## src/rtl/rdata_demux_if.sv

```systemverilog
// R-channel bundle for the 1-to-N read-data demux: one upstream slave stream,
// NUM_M flattened downstream master streams, plus the drop-error status.
interface rdata_demux_if #(
  parameter int unsigned NUM_M  = 4,
  parameter int unsigned ID_W   = 4,
  parameter int unsigned DATA_W = 32
);
  logic [ID_W-1:0]         rid_s;
  logic [DATA_W-1:0]       rdata_s;
  logic [1:0]              rresp_s;
  logic                    rlast_s;
  logic                    rvalid_s;
  logic                    rready_s;

  logic [NUM_M*ID_W-1:0]   rid_m;
  logic [NUM_M*DATA_W-1:0] rdata_m;
  logic [NUM_M*2-1:0]      rresp_m;
  logic [NUM_M-1:0]        rlast_m;
  logic [NUM_M-1:0]        rvalid_m;
  logic [NUM_M-1:0]        rready_m;

  logic                    route_err;
  logic [7:0]              drop_cnt;
  logic                    err_clr;

  // Demux view: consumes the slave stream, produces the master streams.
  modport slave (
    input  rid_s, rdata_s, rresp_s, rlast_s, rvalid_s, rready_m, err_clr,
    output rready_s, rid_m, rdata_m, rresp_m, rlast_m, rvalid_m, route_err, drop_cnt
  );

  // Environment view: drives the slave stream and master readies.
  modport master (
    output rid_s, rdata_s, rresp_s, rlast_s, rvalid_s, rready_m, err_clr,
    input  rready_s, rid_m, rdata_m, rresp_m, rlast_m, rvalid_m, route_err, drop_cnt
  );
endinterface

```

## src/rtl/rdata_demux_1ton.sv

```systemverilog
// AXI R-channel demux: routes one slave R stream to NUM_M master ports by a RID
// bit-field through a 2-entry FIFO; out-of-range destinations are dropped and counted.
module rdata_demux_1ton #(
  parameter int unsigned NUM_M   = 4,
  parameter int unsigned ID_W    = 4,
  parameter int unsigned DATA_W  = 32,
  parameter int unsigned SEL_LSB = 1
) (
  input  logic          aclk,
  input  logic          areset,
  rdata_demux_if.slave  bus
);

  localparam int unsigned SEL_W = $clog2(NUM_M);
  localparam int unsigned DEPTH = 2;

  typedef struct packed {
    logic [ID_W-1:0]   id;
    logic [DATA_W-1:0] data;
    logic [1:0]        resp;
    logic              last;
    logic [SEL_W-1:0]  dest;
  } beat_t;

  beat_t             mem_q [DEPTH];
  beat_t             mem_d [DEPTH];
  logic              wr_ptr_q, wr_ptr_d;
  logic              rd_ptr_q, rd_ptr_d;
  logic [1:0]        count_q, count_d;
  logic              rready_q, rready_d;
  logic              route_err_q, route_err_d;
  logic [7:0]        drop_cnt_q, drop_cnt_d;

  beat_t             in_beat;
  beat_t             head;
  logic              dest_ok;
  logic              accept, push, drop, pop;
  logic [NUM_M-1:0]  rvalid_c;

  always_comb begin
    in_beat      = '0;
    in_beat.id   = bus.rid_s;
    in_beat.data = bus.rdata_s;
    in_beat.resp = bus.rresp_s;
    in_beat.last = bus.rlast_s;
    in_beat.dest = bus.rid_s[SEL_LSB +: SEL_W];
  end

  // A power-of-two port count makes every destination code legal.
  if (NUM_M == (1 << SEL_W)) begin : g_pow2
    assign dest_ok = 1'b1;
  end else begin : g_npow2
    assign dest_ok = (in_beat.dest < SEL_W'(NUM_M));
  end

  assign head = mem_q[rd_ptr_q];

  always_comb begin
    rvalid_c = '0;
    for (int unsigned k = 0; k < NUM_M; k++) begin
      rvalid_c[k] = (count_q != 2'd0) && (head.dest == SEL_W'(k));
    end
  end

  assign accept = bus.rvalid_s & rready_q;
  assign push   = accept & dest_ok;
  assign drop   = accept & ~dest_ok;
  assign pop    = |(rvalid_c & bus.rready_m);

  // FIFO bookkeeping, ready generation and drop statistics.
  always_comb begin
    mem_d       = mem_q;
    wr_ptr_d    = wr_ptr_q;
    rd_ptr_d    = rd_ptr_q;
    count_d     = count_q;
    route_err_d = route_err_q;
    drop_cnt_d  = drop_cnt_q;

    if (push) begin
      mem_d[wr_ptr_q] = in_beat;
      wr_ptr_d        = ~wr_ptr_q;
    end
    if (pop) begin
      rd_ptr_d = ~rd_ptr_q;
    end
    case ({push, pop})
      2'b10:   count_d = count_q + 2'd1;
      2'b01:   count_d = count_q - 2'd1;
      default: count_d = count_q;
    endcase

    // Registered so ready never depends on master-side inputs and stays low in reset.
    rready_d = (count_d != 2'd2);

    if (bus.err_clr) begin
      route_err_d = 1'b0;
      drop_cnt_d  = 8'd0;
    end else if (drop) begin
      route_err_d = 1'b1;
      if (drop_cnt_q != 8'hFF) begin
        drop_cnt_d = drop_cnt_q + 8'd1;
      end
    end
  end

  always_ff @(posedge aclk or negedge areset) begin
    if (!areset) begin
      for (int unsigned i = 0; i < DEPTH; i++) begin
        mem_q[i] <= '0;
      end
      wr_ptr_q    <= 1'b0;
      rd_ptr_q    <= 1'b0;
      count_q     <= 2'd0;
      rready_q    <= 1'b0;
      route_err_q <= 1'b0;
      drop_cnt_q  <= 8'd0;
    end else begin
      mem_q       <= mem_d;
      wr_ptr_q    <= wr_ptr_d;
      rd_ptr_q    <= rd_ptr_d;
      count_q     <= count_d;
      rready_q    <= rready_d;
      route_err_q <= route_err_d;
      drop_cnt_q  <= drop_cnt_d;
    end
  end

  // Head beat is broadcast; only the addressed master sees rvalid.
  assign bus.rid_m     = {NUM_M{head.id}};
  assign bus.rdata_m   = {NUM_M{head.data}};
  assign bus.rresp_m   = {NUM_M{head.resp}};
  assign bus.rlast_m   = {NUM_M{head.last}};
  assign bus.rvalid_m  = rvalid_c;
  assign bus.rready_s  = rready_q;
  assign bus.route_err = route_err_q;
  assign bus.drop_cnt  = drop_cnt_q;

endmodule

```

## src/flat_wrapper.sv

```systemverilog
// flat-port wrapper written by rule: the top's interface ports become plain ports
module rdata_demux_1ton_flat 
#(
  parameter int unsigned NUM_M   = 4,
  parameter int unsigned ID_W    = 4,
  parameter int unsigned DATA_W  = 32,
  parameter int unsigned SEL_LSB = 1
)
  (aclk, areset, bus_rid_s, bus_rdata_s, bus_rresp_s, bus_rlast_s, bus_rvalid_s, bus_rready_m, bus_err_clr, bus_rready_s, bus_rid_m, bus_rdata_m, bus_rresp_m, bus_rlast_m, bus_rvalid_m, bus_route_err, bus_drop_cnt);
  rdata_demux_if #(.NUM_M(NUM_M), .ID_W(ID_W), .DATA_W(DATA_W)) bus_i ();
  input  logic aclk;
  input  logic areset;
  input wire logic [$bits(bus_i.rid_s)-1:0] bus_rid_s;
  input wire logic [$bits(bus_i.rdata_s)-1:0] bus_rdata_s;
  input wire logic [$bits(bus_i.rresp_s)-1:0] bus_rresp_s;
  input wire logic [$bits(bus_i.rlast_s)-1:0] bus_rlast_s;
  input wire logic [$bits(bus_i.rvalid_s)-1:0] bus_rvalid_s;
  input wire logic [$bits(bus_i.rready_m)-1:0] bus_rready_m;
  input wire logic [$bits(bus_i.err_clr)-1:0] bus_err_clr;
  output wire logic [$bits(bus_i.rready_s)-1:0] bus_rready_s;
  output wire logic [$bits(bus_i.rid_m)-1:0] bus_rid_m;
  output wire logic [$bits(bus_i.rdata_m)-1:0] bus_rdata_m;
  output wire logic [$bits(bus_i.rresp_m)-1:0] bus_rresp_m;
  output wire logic [$bits(bus_i.rlast_m)-1:0] bus_rlast_m;
  output wire logic [$bits(bus_i.rvalid_m)-1:0] bus_rvalid_m;
  output wire logic [$bits(bus_i.route_err)-1:0] bus_route_err;
  output wire logic [$bits(bus_i.drop_cnt)-1:0] bus_drop_cnt;
  assign bus_i.rid_s = bus_rid_s;
  assign bus_i.rdata_s = bus_rdata_s;
  assign bus_i.rresp_s = bus_rresp_s;
  assign bus_i.rlast_s = bus_rlast_s;
  assign bus_i.rvalid_s = bus_rvalid_s;
  assign bus_i.rready_m = bus_rready_m;
  assign bus_i.err_clr = bus_err_clr;
  assign bus_rready_s = bus_i.rready_s;
  assign bus_rid_m = bus_i.rid_m;
  assign bus_rdata_m = bus_i.rdata_m;
  assign bus_rresp_m = bus_i.rresp_m;
  assign bus_rlast_m = bus_i.rlast_m;
  assign bus_rvalid_m = bus_i.rvalid_m;
  assign bus_route_err = bus_i.route_err;
  assign bus_drop_cnt = bus_i.drop_cnt;
  rdata_demux_1ton #(.NUM_M(NUM_M), .ID_W(ID_W), .DATA_W(DATA_W), .SEL_LSB(SEL_LSB)) u_core (.aclk(aclk), .areset(areset), .bus(bus_i));
endmodule
```

## config.mk

```make
export PLATFORM = sky130hd
export DESIGN_NAME = rdata_demux_1ton_flat
export DESIGN_NICKNAME = d
export VERILOG_FILES = /design/src/rtl/rdata_demux_if.sv /design/src/rtl/rdata_demux_1ton.sv /design/src/flat_wrapper.sv
export SDC_FILE = /design/constraint.sdc
export NUM_CORES = 1
export LEC_CHECK = 0
export ABC_AREA = 0
export BUFFER_PORTS_ARGS = -buffer_cell sky130_fd_sc_hd__buf_2
export CAP_MARGIN = 20
export CORE_MARGIN = 2
export CORE_UTILIZATION = 34
export CTS_BUF_LIST = sky130_fd_sc_hd__clkbuf_8
export DETAILED_ROUTE_END_ITERATION = 8
export HOLD_SLACK_MARGIN = 0.12
export PLACE_DENSITY = 0.67
export REMOVE_ABC_BUFFERS = 1
export SETUP_SLACK_MARGIN = 0.02
export SLEW_MARGIN = 15
export SYNTH_ARGS = -nofsm -noshare
export SYNTH_HDL_FRONTEND = slang
export SYNTH_SLANG_ARGS = --single-unit
```

## constraint.sdc

```tcl
create_clock -name aclk -period 2.6 [get_ports aclk]
set_clock_uncertainty 0.2 [all_clocks]
set_input_delay 0.52 -clock aclk [delete_from_list [all_inputs] [get_ports aclk]]
set_output_delay 0.52 -clock aclk [all_outputs]
set_load 0.005 [all_outputs]
```

==> results.md, run 1 <==
- The signal arrival time at the worst endpoint is around 2400 ps.
- The global-route wire length before repair is approximately 13,000 µm.
- Counting distinct cell types in the post-synthesis netlist gives 21.
- The end of the worst register-to-register path is u_core.bus.rready_s.
- The share of the Yosys chip area taken by registers is 0.457.
- At the pin with the least slew margin, the transition time is approximately 570 ps.
- Across the VDD grid, the largest voltage drop is around 580 µV.
- The path class of the lowest-slack min-delay path is primary input to register.
- The area inside the core boundary is approximately 13,000 µm².
- The completed layout was analyzed and its total power is around 0.0074 W.
- The synthesized design contains 83 register bits.
- The clock transition time at the flip-flop clock pins of the worst setup and hold paths is about 80 ps.
- The yosys synthesis warning count is 0.
- The first routing iteration left about 50 violations.
- The number of antenna diodes in the final layout is 0.
- TritonCTS built the clock tree.
- Detailed placement finished with a half-perimeter wire length of 5920 µm.
- Setup repair after global routing left no endpoint under its margin.
- The share of synthesized area in the top cell type comes to 0.457.
- Setup slack on the worst reg-to-reg path comes out at around 200 ps.
- In this run the tool buffered the top-level ports with 206 buffer cells.
- The setup path with the least slack is of type register to register.
- In this run the number of H-tree levels came out at 3.
- In the routed design, unresolved DRC markers number 0.
- The worst setup path is captured at a register.
- The fraction of final layout cells sized beyond drive strength 1 is 0.753.
- In the layout the commonest cells are sky130_fd_sc_hd__buf_2 (205), sky130_fd_sc_hd__mux2_2 (116), sky130_fd_sc_hd__dfrtp_1 (82).
- The sum of routed wire length over all layers is 8040 µm.
- The die is between 100 and 150 µm wide.
- In this run the worst path has a maximum fanout of 7.
- The synthesis-to-finish area growth is 11.6%.
- The critical path ends at u_core.bus.rready_s.
- The initial utilization of the core area, before any placement, comes to 0.346.
- In the global route stage, overall resource usage came out at 0.111.
- The initial antenna violation count is 0.
- The total overflow left after global routing is 0.
- The flow ran to the end, and the final reports show no timing, DRC or antenna violations.
- Across the run, the number of max-cap violations was 0.
- The cell type with the largest total area after synthesis is sky130_fd_sc_hd__dfrtp_1.
- Derived from the worst setup path, the maximum achievable clock frequency is about 0.42 GHz.
- The floorplan step defined a die boundary enclosing approximately 14,000 µm².
- The clock net in this run drives a total of between 80 and 90 sinks.
- At the worst endpoint, the required time is between 2000 and 3000 ps.
- The ratio of total power to cell area is about 1500 nW/µm².
- The vias per cell is 4.31.
- In this run the tightest slew margin relative to its limit is 0.622.
- The via count of the first global-routing pass was around 2,600.
- A synthesized cell averages around 13 µm².
- For this run, the share of the core covered by cells in the final layout is 0.386.
- Once detail routing completed, the nets flagged for antenna violations numbered 0.
- The mapped netlist covers about 4500 µm².
- The total via count in the routed design is ~2,700.
- The final cycle utilization of the critical path is 0.924.
- The setup fix buffers added after clock tree synthesis is 0.
- The largest buffer count on any clock path is 2.
- Synthesis handed over a netlist of around 360 instances.
- Entering global routing, the biggest net connects 45 pins.
- TritonCTS created 9 clock buffers.
- In the final timing run, aggregate negative setup slack is 0 ps.
- The detail-routed net length per standard cell is 12.7 µm.
- The count of cells in the finished layout, fillers not included, comes to between 600 and 700.
- For this run, the post-layout net count is 503.
- The critical path starts at u_core.rd_ptr_q.
- The CTS root buffer is sky130_fd_sc_hd__clkbuf_8.
- At the end of routability-driven placement, the weighted congestion stood at 0.646.
- After floorplanning, the core was divided into 42 placement rows.
- Sorting the synthesized cells by area gives the leading types as sky130_fd_sc_hd__dfrtp_1 (46%), sky130_fd_sc_hd__mux2_2 (29%), sky130_fd_sc_hd__buf_4 (21%).
- The critical path startpoint category is a register.
- Counting flops with an async set or reset pin after synthesis yields a share of 1.00.
- The I/O pin count is roughly 220.
- The logic depth of the worst register-to-register path is 8.
- Yosys mapped a number of flops with a built-in enable equal to 0.
- The library cell used most frequently in the layout, excluding fill and tap cells, is sky130_fd_sc_hd__buf_2.
- The number of max-slew violations in the final report is 0.
- The final count of negative-setup-slack endpoints is 0.
- The number of detailed-routing iterations run before antenna repair is 4.
- The worst slack on hold paths is between 200 and 250 ps.
- The time the worst path needs with I/O delays and setup is between 2000 and 2500 ps.
- In this run the static leakage power is about 2.5 nW.
- The later pin in the worst-skew pair is clocked with a latency of about 350 ps.
- The number of placed instances, taps included is about 600.
- The overall die height is 120 µm.
- The top flip-flop cell by instance count after synthesis is sky130_fd_sc_hd__dfrtp_1.
- The final hold violation count is 0.
- The startpoint identified for the worst register-to-register timing path is u_core.rd_ptr_q.
report_power, final:
group / leakage (nW) / switching (W) / internal (W) / total [W]
clock: 0.0879 / 0.000418 / 0.000347 / 0.000765
combinational: 1.47 / 0.00188 / 0.00246 / 0.00435
sequential: 0.974 / 0.000319 / 0.00196 / 0.00228
total: 2.53 / 0.00262 / 0.00477 / 0.00739
repair_timing:
item                       in CTS  in global routing
hold buffers                    1                  0
hold endpoints to repair       39                  0
resized for setup               0                  1
setup endpoints to repair       0                  1
synth_stat cells, types with 2 or more instances:
cell type,n
sky130_fd_sc_hd__buf_1,2
sky130_fd_sc_hd__buf_2,7
sky130_fd_sc_hd__buf_4,126
sky130_fd_sc_hd__clkbuf_1,4
sky130_fd_sc_hd__dfrtp_1,83
sky130_fd_sc_hd__mux2_2,116
sky130_fd_sc_hd__nand2_1,4
sky130_fd_sc_hd__nor2_1,5
sky130_fd_sc_hd__xor2_1,3
state kept, by name, summed over array words and instances (netlist names):
register / count
u_core.bus.rready_s: 1
u_core.rd_ptr_q: 1
u_core.mem_q: 78
u_core.wr_ptr_q: 1
u_core.count_q: 2
metrics by stage:
stage / setup WS, ps / cell area (µm²)
after floorplan: -586 / 3570
after global placement: 199 / 4880
after detailed placement: 155 / 4880
after CTS: 146 / 5040
after global routing: 15.1 / 5070
final: 198 / 5070
worst max-delay path, stage by stage (launching register included):
cell,delay [ps]
sky130_fd_sc_hd__dfrtp_2,440
sky130_fd_sc_hd__mux2i_2,180
sky130_fd_sc_hd__inv_2,120
sky130_fd_sc_hd__mux4_2,500
sky130_fd_sc_hd__o21a_1,140
sky130_fd_sc_hd__ha_1,310
sky130_fd_sc_hd__nor2_1,140
sky130_fd_sc_hd__xor2_1,200
sky130_fd_sc_hd__nand2_1,70
layout make-up:
cell class | count | area [µm²]
clock buffer | 10 | 138
sequential | 83 | 2080
tap | 176 | 220
inverter | 2 | 7.51
timing repair buffer | 213 | 1120
clock inverter | 3 | 11.3
fill | 1299 | 8070
multi-input combinational | 146 | 1490
per-layer routing:
metal / routed length [µm] / GRT usage / vias to the layer above
met5: 0 / 0 / -
met4: 87 / 0.0375 / 0
met3: 673 / 0.0394 / 7
met2: 4110 / 0.194 / 119
met1: 3160 / 0.126 / 1341
li1: - / - / 1259
worst min-delay path by stage:
| stage | depth (start not counted) | endpoint | startpoint | slack [ps] |
|---|---|---|---|---|
| after global routing | 2 | u_core.mem_q[76] | bus_rdata_s[30] | 180 |
| final | 2 | u_core.mem_q[33] | bus_rdata_s[28] | 210 |
| after global placement | 1 | u_core.mem_q[20] | u_core.mem_q[20] | 280 |
| after CTS | 2 | u_core.mem_q[71] | bus_rdata_s[25] | 180 |
| after floorplan | 0 | u_core.bus.rready_s | areset | 20 |
| after detailed placement | 1 | u_core.mem_q[2] | u_core.mem_q[2] | 290 |
kinds of logic after synthesis:
kind of cell | count (synthesis) | share of synthesized area
buffers and inverters | 141 | 0.223
muxes | 118 | 0.295
DFF | 83 | 0.457
and+or+nand+nor | 11 | 0.00991
xor gates and xnor gates | 4 | 0.00771
AOI/OAI and AO/OA | 3 | 0.00441
adders and majority gates | 1 | 0.00275
other | 1 | 0.000825
(Power assumes the default switching activity.)
==> run 2: changes to the inputs <==
GPL_TIMING_DRIVEN = 0   (was unset)
REMOVE_ABC_BUFFERS = unset   (was 1)
==> results.md, run 2 (synthesis results as in run 1) <==
- The largest fanout on the critical path came to 10 (+3).
- The number of DRC markers in iteration 0 is 68 (+33%).
- The clock transition time at the flip-flop clock pins of the worst setup and hold paths is 70 ps (about the same).
- The utilization after layout came to 0.460 (+0.0741).
- The setup slack of the most critical reg-to-reg path was 170 ps (-30 ps).
- The logic depth of the worst register-to-register path is 8 (unchanged).
- The number of placed instances, taps included came to 753 (+22%).
- The most frequent standard cell in the layout excluding fill and tap cells is sky130_fd_sc_hd__buf_2.
- The final hold violation count is 0 (unchanged).
- The largest buffer count on any clock path is 2 (unchanged).
- The data required time of the critical path is 1880 ps (-760 ps).
- The post-route DRC violation count is 0 (unchanged).
- The final cycle utilization of the critical path is 0.958 (+0.0338).
- The total congestion overflow after global routing was 0 (unchanged).
- The number of max-slew violations in the final report is 0 (unchanged).
- In the final layout, the registers with the most flip-flops are u_core.mem_q x78, u_core.count_q x2.
- The time the worst path needs with I/O delays and setup came to 2490 ps (+87.8 ps).
- The post-placement cell area came to 5850 µm² (+20%).
- The remaining antenna violation count was 0 (unchanged).
- The final count of negative-setup-slack endpoints is 0 (unchanged).
- u_core.mem_q holds more flip-flops than any other register.
- The all-layer global routing usage is 0.139 (+0.0275).
- The number of clock sinks seen by CTS is 83 (unchanged).
- The end of the worst register-to-register path is u_core.bus.rready_s.
- The flip-flop count of the largest register after layout is 78 (unchanged).
- The tree is rooted in a sky130_fd_sc_hd__clkbuf_8.
- The sum of net half-perimeters after detailed placement is 7550 µm (+28%).
- For hold timing, the worst endpoint is u_core.mem_q[58].
- The area inside the core boundary came to 13,100 µm² (unchanged).
- The ratio of total power to cell area is 1570 nW/µm² (+7.5%).
- The final setup slack of the worst path is 110 ps (-87.8 ps).
- The overall power consumption is 0.00948 W (+28%).
- The area of all placed cells without fillers came to 6040 µm² (+19%).
- The row count is 42 (unchanged).
- The peak clock frequency supported by timing is 0.402 GHz (-3.5%).
- TritonCTS built the clock tree.
- The starting density of the core is 0.346 (unchanged).
- The tightest min-delay check is of the primary input to register type.
- The cell count of the worst hold path is 2 (unchanged).
- The startpoint identified for the worst register-to-register timing path is u_core.rd_ptr_q.
- The leakage power of the design is 3.16 nW (+25%).
- The count of antenna diodes in the layout is 0 (unchanged).
- The latest clock arrival within the worst-skew pair is 330 ps (-20 ps).
- The initial antenna violation count is 0 (unchanged).
- The fraction of final layout cells sized beyond drive strength 1 is 0.800 (+0.0476).
- STA classifies the critical path endpoint as an output pin.
- The startpoint identified for the worst hold timing path is bus_rdata_s[12].
- The global-route wire length before repair came to 15,500 µm (+24%).
- The via count of the first global-routing pass is 3,143 (+21%).
- The pre-CTS worst setup slack came to -307 ps (-462 ps).
- Setup repair after global routing could not meet its margin everywhere.
- The total clock buffers created by CTS is 9 (unchanged).
- The total of buffers placed on input and output ports was 206 (unchanged).
- The number of detailed-routing iterations run before antenna repair came to 2 (-2).
- The final weighted congestion of routability-driven global placement is 0.693 (+7.2%).
- The transition time at the pin with the least slew margin was 721 ps (+154 ps).
- The setup fix buffers added after clock tree synthesis came to 0 (unchanged).
- The area of the die came to 14,300 µm² (unchanged).
- The worst slew margin relative to its limit is 0.519 (-0.102).
- The library cells used most frequently in the layout, excluding fill and tap cells, are sky130_fd_sc_hd__buf_2 (211), sky130_fd_sc_hd__buf_4 (127), sky130_fd_sc_hd__mux2_2 (116).
- The total via count in the routed design is 3,190 (+17%).
- The synthesis-to-finish area growth is 33.0%.
- The vias per cell is 4.16 (-3.4%).
- The horizontal die dimension is 120 µm (unchanged).
- The largest voltage drop on the vdd net was 587 µV (+1.5%).
- The flow ran to the end, and the final reports show no timing, DRC or antenna violations.
- The H-tree level count is 3 (unchanged).
- The non-filler instance count after layout is 767 (+21%).
- The signal arrival time at the worst endpoint was 1770 ps (-670 ps).
- The overall die height is 120 µm (unchanged).
- The worst setup path category is register to output pin.
- The detail-routed net length per standard cell is 12.9 µm (+1.7%).
- The count of nets after finishing is 637 (+27%).
- The number of violations of the max-capacitance limit was 0 (unchanged).
- The largest net degree at the start of global routing came to 46 (+2.2%).
- The sum of routed wire length over all layers was 9910 µm (+23%).
- The critical path startpoint category is a register.
- The I/O pin count is 217 (unchanged).
[run 2: changes by cell type in the layout (fill, tap and decap cells not counted), moves of 2 or more]
| cell | change |
|---|---|
| sky130_fd_sc_hd__buf_4 | +122 |
| sky130_fd_sc_hd__buf_6 | +2 |
| sky130_fd_sc_hd__buf_2 | +6 |
| sky130_fd_sc_hd__clkbuf_1 | +4 |
[run 2: where the power goes]
part / internal [W] / total, W / leakage, nW / switching [W]
Sequential: 0.00196 / 0.00228 / 0.974 / 0.000319
Clock: 0.000348 / 0.000756 / 0.0879 / 0.000408
Combinational: 0.00409 / 0.00644 / 2.10 / 0.00235
[run 2: metal layers]
metal | track usage | part of all wire | routed length [µm]
met2 | 0.253 | 0.51 | 5070
met5 | 0 | 0 | 0
met1 | 0.156 | 0.40 | 4010
met4 | 0.0507 | 0.013 | 129
met3 | 0.0347 | 0.071 | 704
[run 2: worst max-delay path, cell delays in order, from the launching register on]
cell and delay [ps]:
sky130_fd_sc_hd__dfrtp_2 420, sky130_fd_sc_hd__buf_8 180, sky130_fd_sc_hd__buf_6 180, sky130_fd_sc_hd__mux2_2 390, sky130_fd_sc_hd__buf_4 140, sky130_fd_sc_hd__buf_2 120
[run 2: worst max-delay path by stage]
stage	startpoint	end	slack (ps)	depth (start not counted)
2_1_floorplan	u_core.rd_ptr_q	u_core.bus.rready_s	300	8
3_3_place_gp	u_core.rd_ptr_q	bus_rdata_m[127]	-330	5
3_5_place_dp	u_core.rd_ptr_q	bus_rdata_m[121]	-310	5
4_1_cts	u_core.rd_ptr_q	bus_rdata_m[121]	60	5
5_1_grt	u_core.rd_ptr_q	u_core.bus.rready_s	1	8
6_report	u_core.rd_ptr_q	bus_rdata_m[116]	110	5
[run 2: timing repair]
item	in CTS	in global routing
endpoints found under the hold margin	38	0
hold buffers	1	0
setup endpoints to repair	148	2
resized for setup	10	1
[run 2: through the flow]
step / hold WS (ps) / setup TNS [ps]
after global routing: 192 / 0
after detailed placement: 284 / -20850
after floorplan: 24.4 / 0
after CTS: 194 / 0
final: 222 / 0
after global placement: 279 / -21730
[run 2: layout make-up]
class	count	area [µm²]
Clock inverter	3	11.3
Timing Repair Buffer	208	1070
Buffer	139	1030
Tap cell	176	220
Sequential cell	83	2080
Multi-Input combinational cell	146	1490
Fill cell	1240	7090
Clock buffer	10	138
Inverter	2	7.51
==> run 3: changes to the inputs <==
CTS_BUF_LIST = unset   (was sky130_fd_sc_hd__clkbuf_8)
==> results.md, run 3 (synthesis results as in run 1) <==
- The detail-routed net length per standard cell came to 13.0 µm (+0.56%).
- The number of max-slew violations in the final report is 0 (unchanged).
- The starting density of the core is 0.346 (unchanged).
- The peak clock frequency supported by timing came to 0.401 GHz (-0.17%).
- The number of buffer and inverter instances along the worst setup path is 4 (unchanged).
- The run finished with clean final reports.
- The highest signal layer in the routed design is met4.
- TritonCTS built the clock tree.
- The final cycle utilization of the critical path is 0.959 (+0.00161).
- The sort of element at the end of the critical path is an output pin.
- The signal arrival time at the worst endpoint is 1770 ps (about the same).
- The final weighted congestion of routability-driven global placement was 0.693 (unchanged).
- The worst flop-to-flop path startpoint is u_core.rd_ptr_q.
- The number of fill cells is 1,233 (-0.56%).
- The overall power consumption was 0.00984 W (+3.9%).
- The worst slew margin relative to its limit is 0.510 (-0.00938).
- The I/O pin count came to 217 (unchanged).
- The via count of the first global-routing pass is 3,134 (-0.29%).
- The register cell area after layout came to 2080 µm² (unchanged).
- The count of nets after finishing was 638 (+0.16%).
- The delay of the slowest critical-path stage came to 410 ps (about the same).
- The overall die height is 120 µm (unchanged).
- The met1 layer wirelength in the final routing is 4010 µm (about the same).
- The met2 layer wire length in the routed design is 5070 µm (about the same).
- The largest voltage drop on the vdd net came to 595 µV (+1.4%).
- The ratio of total power to cell area is 1600 nW/µm² (+2.1%).
- The number of clock sinks seen by CTS came to 83 (unchanged).
- The largest buffer count on any clock path is 2 (unchanged).
- The top cell family by delay on the critical path is buffers and inverters.
- The count of antenna diodes in the layout is 0 (unchanged).
- The remaining antenna violation count is 0 (unchanged).
- The logic depth of the worst register-to-register path is 8 (unchanged).
- The sum of net half-perimeters after detailed placement is 7550 µm (unchanged).
- The worst-path cell with the longest stage delay is sky130_fd_sc_hd__dfrtp_2.
- The number of detailed-routing iterations run before antenna repair came to 4 (+2).
- Setup repair after global routing could not meet its margin everywhere.
- The time the worst path needs with I/O delays and setup is 2490 ps (+4.20 ps).
- The vias per cell was 4.18 (+0.53%).
- The area of the die is 14,300 µm² (unchanged).
- The area inside the core boundary is 13,100 µm² (unchanged).
- The total clock buffers created by CTS is 9 (unchanged).
- The post-route DRC violation count is 0 (unchanged).
- The row count is 42 (unchanged).
- The H-tree level count is 3 (unchanged).
- The largest registers in the layout are u_core.mem_q x78, u_core.count_q x2.
- The all-layer global routing usage is 0.140 (+0.00110).
- The latest clock arrival within the worst-skew pair was 330 ps (about the same).
- The critical path starts at u_core.rd_ptr_q.
- The library cell appearing most often on the critical path is sky130_fd_sc_hd__buf_6.
- The register bank with the most flops is u_core.mem_q.
- The path class of the lowest-slack min-delay path is primary input to register.
- The final hold violation count came to 0 (unchanged).
- The end of the worst register-to-register path is u_core.bus.rready_s.
- The largest net degree at the start of global routing was 46 (unchanged).
- The number of DRC markers in iteration 0 came to 89 (+31%).
- The number of violations of the max-capacitance limit is 0 (unchanged).
- The initial antenna violation count is 0 (unchanged).
- The horizontal die dimension is 120 µm (unchanged).
- The global-route wire length before repair was 15,500 µm (+0.23%).
- The synthesis-to-finish area growth is 35.3%.
- The met3 wire length is 731 µm (+3.8%).
- The area of the multi-input gates is 1490 µm² (unchanged).
- The signal on the critical path passes through buf_6, buf_6, mux2_2, buf_4, buf_2.
- The worst slack on hold paths is 231 ps (+8.70 ps).
- The largest fanout on the critical path is 10 (unchanged).
- The total via count in the routed design is 3,211 (+0.66%).
- Leaving out fill and tap cells, the most frequent cell in the layout is sky130_fd_sc_hd__buf_2.
- The flip-flop count of the largest register after layout is 78 (unchanged).
- The leakage power of the design is 3.19 nW (+1.2%).
- The setup path with the least slack is of type register to output pin.
- The fraction of final layout cells sized beyond drive strength 1 is 0.801 (about the same).
- The total congestion overflow after global routing is 0 (unchanged).
- The path length in cells of the critical path is 5 (unchanged).
- The total of buffers placed on input and output ports is 206 (unchanged).
- The top cell types in the final layout, fill and taps aside, are sky130_fd_sc_hd__buf_2 (211), sky130_fd_sc_hd__buf_4 (128), sky130_fd_sc_hd__mux2_2 (116).
- The clock transition time at the flip-flop clock pins of the worst setup and hold paths is 50 ps (-20 ps).
- The data required time of the critical path was 1880 ps (about the same).
- Following the worst setup path forward leads to its endpoint at bus_rdata_m[121].
- The CTS root buffer is sky130_fd_sc_hd__clkbuf_16.
- The final count of negative-setup-slack endpoints is 0 (unchanged).
- The setup slack of the most critical reg-to-reg path is 170 ps (about the same).
- The sum of routed wire length over all layers is 9970 µm (+0.69%).
- The transition time at the pin with the least slew margin was 735 ps (+14.1 ps).
- STA classifies the critical path startpoint as a register.
run 3: changes by cell type in the layout (fill, tap and decap cells not counted), sizes merged:
cell / delta
buf: +1
inv: -3
clkbuf: +3
run 3: worst min path at each step:
stage                          from                   to  slack, ps  cells after the start
floorplan                    areset  u_core.bus.rready_s         20                      0
global placement    u_core.wr_ptr_q      u_core.wr_ptr_q        280                      2
detailed placement  u_core.wr_ptr_q      u_core.wr_ptr_q        280                      2
CTS                 bus_rdata_s[20]     u_core.mem_q[66]        220                      2
global route        bus_rdata_s[15]     u_core.mem_q[61]        220                      2
finish              bus_rdata_s[20]     u_core.mem_q[66]        230                      2
run 3: power by group:
| part | internal, W | switching, W |
|---|---|---|
| clock | 0.000657 | 0.000449 |
| combinational | 0.00409 | 0.00236 |
| sequential | 0.00197 | 0.000319 |
| total | 0.00672 | 0.00313 |
run 3: layer usage:
metal | vias up | track usage
li1 | 1528 | -
met1 | 1546 | 0.158
met2 | 125 | 0.252
met3 | 12 | 0.0361
met4 | 0 | 0.0529
met5 | - | 0
run 3: final cells by class:
cell class	count	area share
buffer	139	0.167
clock buffer	13	0.0407
inverter	2	0.00122
multi-input combinational	146	0.242
sequential	83	0.338
tap	176	0.0358
timing repair buffer	209	0.175
run 3: through the flow:
stage | utilization | setup slack [ps] | cell area, µm² | setup TNS [ps] | instances
after detailed placement | 0.446 | -307 | 5850 | -20850 | 753
after global placement | 0.443 | -330 | 5820 | -21730 | 752
after global routing | 0.468 | 8.09 | 6150 | 0 | 768
after floorplan | - | 303 | 4570 | 0 | 370
final | 0.468 | 106 | 6150 | 0 | 768
after CTS | 0.467 | 28.7 | 6140 | 0 | 767
run 3: timing repair:
action                     CTS  global route
pin swaps                    0             0
buffers inserted             0             1
hold buffers                 1             0
setup endpoints to repair  148            62
hold endpoints to repair    38             0
resized for setup            8             2
run 3: worst register-to-register path: cells and delay by family, from the launching register on:
kind            cells  cell delay, ps
fa+ha+maj           1             300
buf+inv             1             120
simple gates        2             210
compound gates      1             140
xor+xnor            1             190
flops               1             440
mux                 2             700
